**config.mk**
```make
export PLATFORM = sky130hd
export DESIGN_NAME = pipe_control_unit
export DESIGN_NICKNAME = d
export VERILOG_FILES = /design/src/rtl/pipe_control_unit.sv
export SDC_FILE = /design/constraint.sdc
export NUM_CORES = 1
export LEC_CHECK = 0
export CAP_MARGIN = 20
export CORE_ASPECT_RATIO = 0.75
export CORE_MARGIN = 4
export CORE_UTILIZATION = 25
export DETAILED_ROUTE_END_ITERATION = 6
export PLACE_DENSITY = 0.58
export SLEW_MARGIN = 10
export SYNTH_ARGS = -nofsm -noshare
export SYNTH_HDL_FRONTEND = slang
export SYNTH_SLANG_ARGS = --single-unit
```
**constraint.sdc**
```tcl
create_clock -name clk_i -period 1.86 [get_ports clk_i]
set_input_delay 0.279 -clock clk_i [delete_from_list [all_inputs] [get_ports clk_i]]
set_output_delay 0.279 -clock clk_i [all_outputs]
set_load 0.02 [all_outputs]
```
**src/rtl/pipe_control_unit.sv**
```systemverilog
// RV32I control unit for a five-stage pipeline: decodes in ID, carries control
// through ID/EX, EX/MEM and MEM/WB, resolves branches in EX and drives stall, flush and forwarding.
module pipe_control_unit #(
  parameter int INSTR_WIDTH    = 32,
  parameter int REG_ADDR_WIDTH = 5,
  parameter int ALUCTRL_WIDTH  = 3,
  parameter int IMMSRC_WIDTH   = 3
) (
  input  logic                      clk_i,
  input  logic                      rst_n_i,
  input  logic [INSTR_WIDTH-1:0]    instr_d_i,
  input  logic                      zero_e_i,
  output logic [IMMSRC_WIDTH-1:0]   imm_src_d_o,
  output logic                      illegal_d_o,
  output logic [ALUCTRL_WIDTH-1:0]  alu_control_e_o,
  output logic                      alu_src_e_o,
  output logic                      pc_src_e_o,
  output logic                      pc_src_reg_e_o,
  output logic [1:0]                forward_a_e_o,
  output logic [1:0]                forward_b_e_o,
  output logic                      mem_write_m_o,
  output logic [1:0]                result_src_w_o,
  output logic                      reg_write_w_o,
  output logic [REG_ADDR_WIDTH-1:0] rd_w_o,
  output logic                      stall_f_o,
  output logic                      stall_d_o,
  output logic                      flush_d_o,
  output logic                      flush_e_o
);

  localparam logic [6:0] OP_LW   = 7'b0000011;
  localparam logic [6:0] OP_SW   = 7'b0100011;
  localparam logic [6:0] OP_R    = 7'b0110011;
  localparam logic [6:0] OP_I    = 7'b0010011;
  localparam logic [6:0] OP_BR   = 7'b1100011;
  localparam logic [6:0] OP_JAL  = 7'b1101111;
  localparam logic [6:0] OP_JALR = 7'b1100111;
  localparam logic [6:0] OP_LUI  = 7'b0110111;

  localparam logic [ALUCTRL_WIDTH-1:0] ALU_ADD = ALUCTRL_WIDTH'(0);
  localparam logic [ALUCTRL_WIDTH-1:0] ALU_SUB = ALUCTRL_WIDTH'(1);
  localparam logic [ALUCTRL_WIDTH-1:0] ALU_AND = ALUCTRL_WIDTH'(2);
  localparam logic [ALUCTRL_WIDTH-1:0] ALU_OR  = ALUCTRL_WIDTH'(3);
  localparam logic [ALUCTRL_WIDTH-1:0] ALU_XOR = ALUCTRL_WIDTH'(4);
  localparam logic [ALUCTRL_WIDTH-1:0] ALU_SLT = ALUCTRL_WIDTH'(5);

  localparam logic [IMMSRC_WIDTH-1:0] IMM_I = IMMSRC_WIDTH'(0);
  localparam logic [IMMSRC_WIDTH-1:0] IMM_S = IMMSRC_WIDTH'(1);
  localparam logic [IMMSRC_WIDTH-1:0] IMM_B = IMMSRC_WIDTH'(2);
  localparam logic [IMMSRC_WIDTH-1:0] IMM_J = IMMSRC_WIDTH'(3);
  localparam logic [IMMSRC_WIDTH-1:0] IMM_U = IMMSRC_WIDTH'(4);

  typedef struct packed {
    logic                      reg_write;
    logic [1:0]                result_src;
    logic                      mem_write;
    logic                      branch;
    logic                      branch_ne;
    logic                      jump;
    logic                      jalr;
    logic [ALUCTRL_WIDTH-1:0]  alu_control;
    logic                      alu_src;
    logic [REG_ADDR_WIDTH-1:0] rs1;
    logic [REG_ADDR_WIDTH-1:0] rs2;
    logic [REG_ADDR_WIDTH-1:0] rd;
  } ctrl_t;

  logic [6:0]                opcode;
  logic [2:0]                func3;
  logic [REG_ADDR_WIDTH-1:0] rs1_d, rs2_d, rd_d;
  logic                      unused_instr_bits;

  assign opcode = instr_d_i[6:0];
  assign func3  = instr_d_i[14:12];
  assign rs1_d  = instr_d_i[19:15];
  assign rs2_d  = instr_d_i[24:20];
  assign rd_d   = instr_d_i[11:7];
  assign unused_instr_bits = ^{instr_d_i[31], instr_d_i[29:25]};

  ctrl_t                     ctrl_d, ctrl_p0;
  logic [IMMSRC_WIDTH-1:0]   imm_src_d;
  logic                      illegal_d, reads_rs2_d, alu_ok;
  logic [ALUCTRL_WIDTH-1:0]  alu_func;

  always_comb begin
    alu_ok   = 1'b1;
    alu_func = ALU_ADD;
    case (func3)
      3'b000:  alu_func = (opcode == OP_R && instr_d_i[30]) ? ALU_SUB : ALU_ADD;
      3'b111:  alu_func = ALU_AND;
      3'b110:  alu_func = ALU_OR;
      3'b100:  alu_func = ALU_XOR;
      3'b010:  alu_func = ALU_SLT;
      default: alu_ok   = 1'b0;
    endcase
  end

  // ID: decode; illegal encodings leave ctrl_d as an all-zero bubble
  always_comb begin
    ctrl_d      = '0;
    imm_src_d   = IMM_I;
    illegal_d   = 1'b0;
    reads_rs2_d = 1'b0;
    case (opcode)
      OP_LW: begin
        ctrl_d.reg_write  = 1'b1;
        ctrl_d.result_src = 2'b01;
        ctrl_d.alu_src    = 1'b1;
      end
      OP_SW: begin
        reads_rs2_d      = 1'b1;
        ctrl_d.mem_write = 1'b1;
        ctrl_d.alu_src   = 1'b1;
        imm_src_d        = IMM_S;
      end
      OP_R: begin
        reads_rs2_d = 1'b1;
        if (alu_ok) begin
          ctrl_d.reg_write   = 1'b1;
          ctrl_d.alu_control = alu_func;
        end else begin
          illegal_d = 1'b1;
        end
      end
      OP_I: begin
        if (alu_ok) begin
          ctrl_d.reg_write   = 1'b1;
          ctrl_d.alu_control = alu_func;
          ctrl_d.alu_src     = 1'b1;
        end else begin
          illegal_d = 1'b1;
        end
      end
      OP_BR: begin
        reads_rs2_d = 1'b1;
        if (func3[2:1] == 2'b00) begin
          ctrl_d.branch      = 1'b1;
          ctrl_d.branch_ne   = func3[0];
          ctrl_d.alu_control = ALU_SUB;
          imm_src_d          = IMM_B;
        end else begin
          illegal_d = 1'b1;
        end
      end
      OP_JAL: begin
        ctrl_d.jump       = 1'b1;
        ctrl_d.reg_write  = 1'b1;
        ctrl_d.result_src = 2'b10;
        imm_src_d         = IMM_J;
      end
      OP_JALR: begin
        ctrl_d.jump       = 1'b1;
        ctrl_d.jalr       = 1'b1;
        ctrl_d.reg_write  = 1'b1;
        ctrl_d.result_src = 2'b10;
        ctrl_d.alu_src    = 1'b1;
      end
      OP_LUI: begin
        ctrl_d.reg_write = 1'b1;
        ctrl_d.alu_src   = 1'b1;
        imm_src_d        = IMM_U;
      end
      default: illegal_d = 1'b1;
    endcase
    if (!illegal_d) begin
      ctrl_d.rs1 = rs1_d;
      ctrl_d.rs2 = rs2_d;
      ctrl_d.rd  = ctrl_d.reg_write ? rd_d : '0;
    end
  end

  logic pc_src_e, lw_stall, flush_e;

  // EX: resolve redirect and load-use; a taken redirect suppresses the stall
  assign pc_src_e = ctrl_p0.jump | (ctrl_p0.branch & (zero_e_i ^ ctrl_p0.branch_ne));
  assign lw_stall = (ctrl_p0.result_src == 2'b01) && (ctrl_p0.rd != '0) &&
                    ((ctrl_p0.rd == rs1_d) || (reads_rs2_d && ctrl_p0.rd == rs2_d)) &&
                    !pc_src_e;
  assign flush_e  = lw_stall | pc_src_e;

  logic                      reg_write_p1, mem_write_p1, reg_write_p2;
  logic [1:0]                result_src_p1, result_src_p2;
  logic [REG_ADDR_WIDTH-1:0] rd_p1, rd_p2;

  always_ff @(posedge clk_i or negedge rst_n_i) begin
    if (!rst_n_i) begin
      ctrl_p0       <= '0;
      reg_write_p1  <= 1'b0;
      result_src_p1 <= 2'b00;
      mem_write_p1  <= 1'b0;
      rd_p1         <= '0;
      reg_write_p2  <= 1'b0;
      result_src_p2 <= 2'b00;
      rd_p2         <= '0;
    end else begin
      ctrl_p0       <= flush_e ? '0 : ctrl_d;
      reg_write_p1  <= ctrl_p0.reg_write;
      result_src_p1 <= ctrl_p0.result_src;
      mem_write_p1  <= ctrl_p0.mem_write;
      rd_p1         <= ctrl_p0.rd;
      reg_write_p2  <= reg_write_p1;
      result_src_p2 <= result_src_p1;
      rd_p2         <= rd_p1;
    end
  end

  function automatic logic [1:0] fwd_sel(
    input logic [REG_ADDR_WIDTH-1:0] rs,
    input logic                      wr_m,
    input logic [REG_ADDR_WIDTH-1:0] rd_m,
    input logic                      wr_w,
    input logic [REG_ADDR_WIDTH-1:0] rd_w
  );
    if (wr_m && rd_m != '0 && rd_m == rs)      return 2'b10;
    else if (wr_w && rd_w != '0 && rd_w == rs) return 2'b01;
    else                                       return 2'b00;
  endfunction

  assign forward_a_e_o   = fwd_sel(ctrl_p0.rs1, reg_write_p1, rd_p1, reg_write_p2, rd_p2);
  assign forward_b_e_o   = fwd_sel(ctrl_p0.rs2, reg_write_p1, rd_p1, reg_write_p2, rd_p2);
  assign imm_src_d_o     = imm_src_d;
  assign illegal_d_o     = illegal_d;
  assign alu_control_e_o = ctrl_p0.alu_control;
  assign alu_src_e_o     = ctrl_p0.alu_src;
  assign pc_src_e_o      = pc_src_e;
  assign pc_src_reg_e_o  = ctrl_p0.jalr;
  assign mem_write_m_o   = mem_write_p1;
  assign result_src_w_o  = result_src_p2;
  assign reg_write_w_o   = reg_write_p2;
  assign rd_w_o          = rd_p2;
  assign stall_f_o       = lw_stall;
  assign stall_d_o       = lw_stall;
  assign flush_d_o       = pc_src_e;
  assign flush_e_o       = flush_e;

endmodule

```
==> impl_results.md <==
- Worst vdd ir: 0.293 mV
- Adder-cell share of the synthesized area: 0%
- Setup crit end kind: primary output
- Synth area leaders: dfrtp_1, xor2_1, nor3_2
- # port buffers: 55
- Core Box Area: 8450 um^2
- Final cell count without fillers: 422
- WL/cell: 13.9 um
- Initial antenna violation count: 0
- Starting Density: 25.6%
- Total power: 2.25 mW
- CTS tree: done
- # setup viols final: 17
- Final Hold Viols: 0
- Count of synthesis-stage warnings from yosys: 0
- Placed cell areas: 3240 um^2
- Vias in the first global route: 1929
- Crit path kind: flop to primary output
- Mux contribution to synthesized area: 0%
- Slew margin rel.: 58.3%
- Setup slack after layout: -0.351 ns
- Largest family of logic cells by synthesized area: simple AND/OR/NAND/NOR gates
- Failing checks: setup timing
- Vias per inst: 4.40
- Critical path data required time: 1.58 ns
- Antenna-violating nets left: 0
- Share of cells above drive strength 1: 41.4%
- Nets: 348
- Final HPWL DP: 4470 um
- Yosys top cell area share: 49.6%
- CTS Hold Bufs: 0
- RePlAce Congestion: 0.789
- Dpl cells: 406
- P per Cell Area: 627 nW/um^2
- Post-Syn Area: 2170 um^2
- CP arrival: 1.93 ns
- Pre-CTS setup slack: -0.956 ns
- TritonRoute pass-1 iters: 4
- Global-route wire length before repair: 9430 um
- Mapped Cells: 200
- WHS: 0.0167 ns
- Hold crit path type: primary input to async pin
- Startpoint types: flop
- Diodes inserted: 0
- Clk_skew: 0.00274 ns
- Outcome: complete, but fails checks
- IO Count: 62
- Post-synth top area cell: dfrtp_1
- Grt ovf: 0
- Cell Rows: 29
- Die Outline Area: 10200 um^2
- Simple-Gate Fraction of Synth Area: 24.1%
- CTS clock-pin slew for the worst setup and hold paths: 0.06 ns
- Routed via count: 1855
- Post-synthesis xor/xnor area fraction: 12.9%
- FF+latch count, synth: 43
- Largest net degree at the start of global routing: 28
- Synth cell types: 39
- CP max FO: 3
- CTS Buf Count: 5
- Fmax: 452 MHz
- 1st-iter DRT viols: 53
- Final wirelength: 5850 um
- Seq/Total Area, Yosys: 49.6%
- RSZ-0062 raised after global routing: true
- Clk sink count: 43
- Area growth syn-to-layout: 65.2%
- Measured slew at the worst slew-check pin: 0.626 ns
- Synth Area in Compound Gates: 7.96%
- P_leak: 1.75 nW
- Final non-filler cell area: 3580 um^2
- Synthesized area per cell: 10.8 um^2
- Clock root buffer: clkbuf_16
- Drt drc: 0
- Tmin final: 2.21 ns
- Post-route clock period utilization: 119%
- Util after Layout: 42.4%
- Syn Nets: 235
- Count of pins over their slew limit: 0
- Overall Global Routing Usage: 11.8%
- Max-cap violations: 0
- CTS HTree Levels: 2
- Die Ht: 88.7 um
- Die width: 116 um
- Setup TNS: -2.08 ns
- Clock latency on the worst-skew pair: 0.28 ns
- Bufs on Longest Clock Path: 2
==> worst max-delay path: stages (launching register included) <==
cell	delay, ns
dfrtp_1	0.39
xor2_1	0.16
nor4_2	0.28
buf_4	0.15
nand4_1	0.14
a21oi_4	0.19
a21boi_4	0.21
buf_6	0.13
==> synthesized netlist by cell type (all sizes together) <==
cell	count
a211o	1
a211oi	2
a21bo	1
a21boi	1
a21oi	6
a2bb2oi	1
a311oi	1
a31oi	1
and2	1
and4bb	1
buf	13
clkbuf	1
dfrtp	43
inv	3
nand2	14
nand2b	3
nand3	11
nand3b	1
nand4	2
nand4bb	1
nor2	15
nor2b	1
nor3	17
nor3b	2
nor4	7
nor4b	1
o21a	1
o21ai	5
o22ai	1
o32ai	1
or3	2
or4	7
xnor2	9
xor2	23
==> cell usage in the layout, fill, tap and decap left out, types with 3 or more instances in the layout <==
master	n
a21oi_1	4
clkbuf_2	4
inv_1	3
nor3_2	13
nand2b_1	3
dlygate4sd2_1	7
buf_4	64
clkdlybuf4s50_1	31
clkbuf_16	6
nor4_4	4
xor2_1	23
nor3_1	4
xnor2_1	9
dfrtp_2	4
nand2_1	14
or4_4	5
nand3_1	11
nor2_1	14
buf_6	7
dfrtp_1	39
==> flip-flops by register name, indices dropped and copies added, names as in the netlist <==
name,flops
result_src_p1,2
alu_src_e_o,1
reg_write_p1,1
pc_src_reg_e_o,1
rd_p1,5
rd_w_o,5
reg_write_w_o,1
alu_control_e_o,3
ctrl_p0,21
result_src_w_o,2
mem_write_m_o,1
==> final timing paths <==
path,start,endpoint,slack (ns),cells past startpoint
worst max-delay path,ctrl_p0[3]$_DFF_PN0_,stall_f_o,-0.35,7
worst min-delay path,rst_n_i,rd_w_o[0]$_DFF_PN0_,0.02,1
worst max register to register,ctrl_p0[2]$_DFF_PN0_,alu_control_e_o[2]$_DFF_PN0_,-0.07,7
worst min register to register,ctrl_p0[23]$_DFF_PN0_,mem_write_m_o$_DFF_PN0_,0.35,0
max in group asynchronous,rst_n_i,pc_src_reg_e_o$_DFF_PN0_,1.34,2
min in group clk_i,ctrl_p0[23]$_DFF_PN0_,mem_write_m_o$_DFF_PN0_,0.35,0
==> layout make-up <==
type,count,area (um^2)
Fill cell,818,4870
Multi-Input combinational cell,140,1130
Sequential cell,43,1080
Timing Repair Buffer,120,1050
Clock buffer,6,139
Tap cell,108,135
Clock inverter,2,35.0
Inverter,3,11.3
==> logic make-up after synthesis <==
group,Yosys count
AND/OR/NAND/NOR,86
buffers and inverters,17
AO/OA/AOI/OAI,22
flip-flops,43
XOR/XNOR,32
==> per-layer routing <==
layer	wire, um	up-vias	global-route usage (%)
met5	0	-	0
met4	89	0	3.62
met3	284	9	3.08
met2	2810	46	19.5
met1	2670	881	15.3
li1	-	919	-
==> repair_timing <==
item,4_1_cts,5_1_grt
setup endpoints to repair,39,38
resized for setup,80,25
cloned,0,1
pin swaps,7,5
setup buffers,4,3
==> where the power goes <==
part | internal [mW] | total [mW] | leakage (nW) | switching [mW]
clock | 0.667 | 0.999 | 0.0868 | 0.332
combinational | 0.153 | 0.288 | 1.07 | 0.135
sequential | 0.949 | 0.960 | 0.591 | 0.0110
No activity file was read; power rests on OpenSTA's default activity.
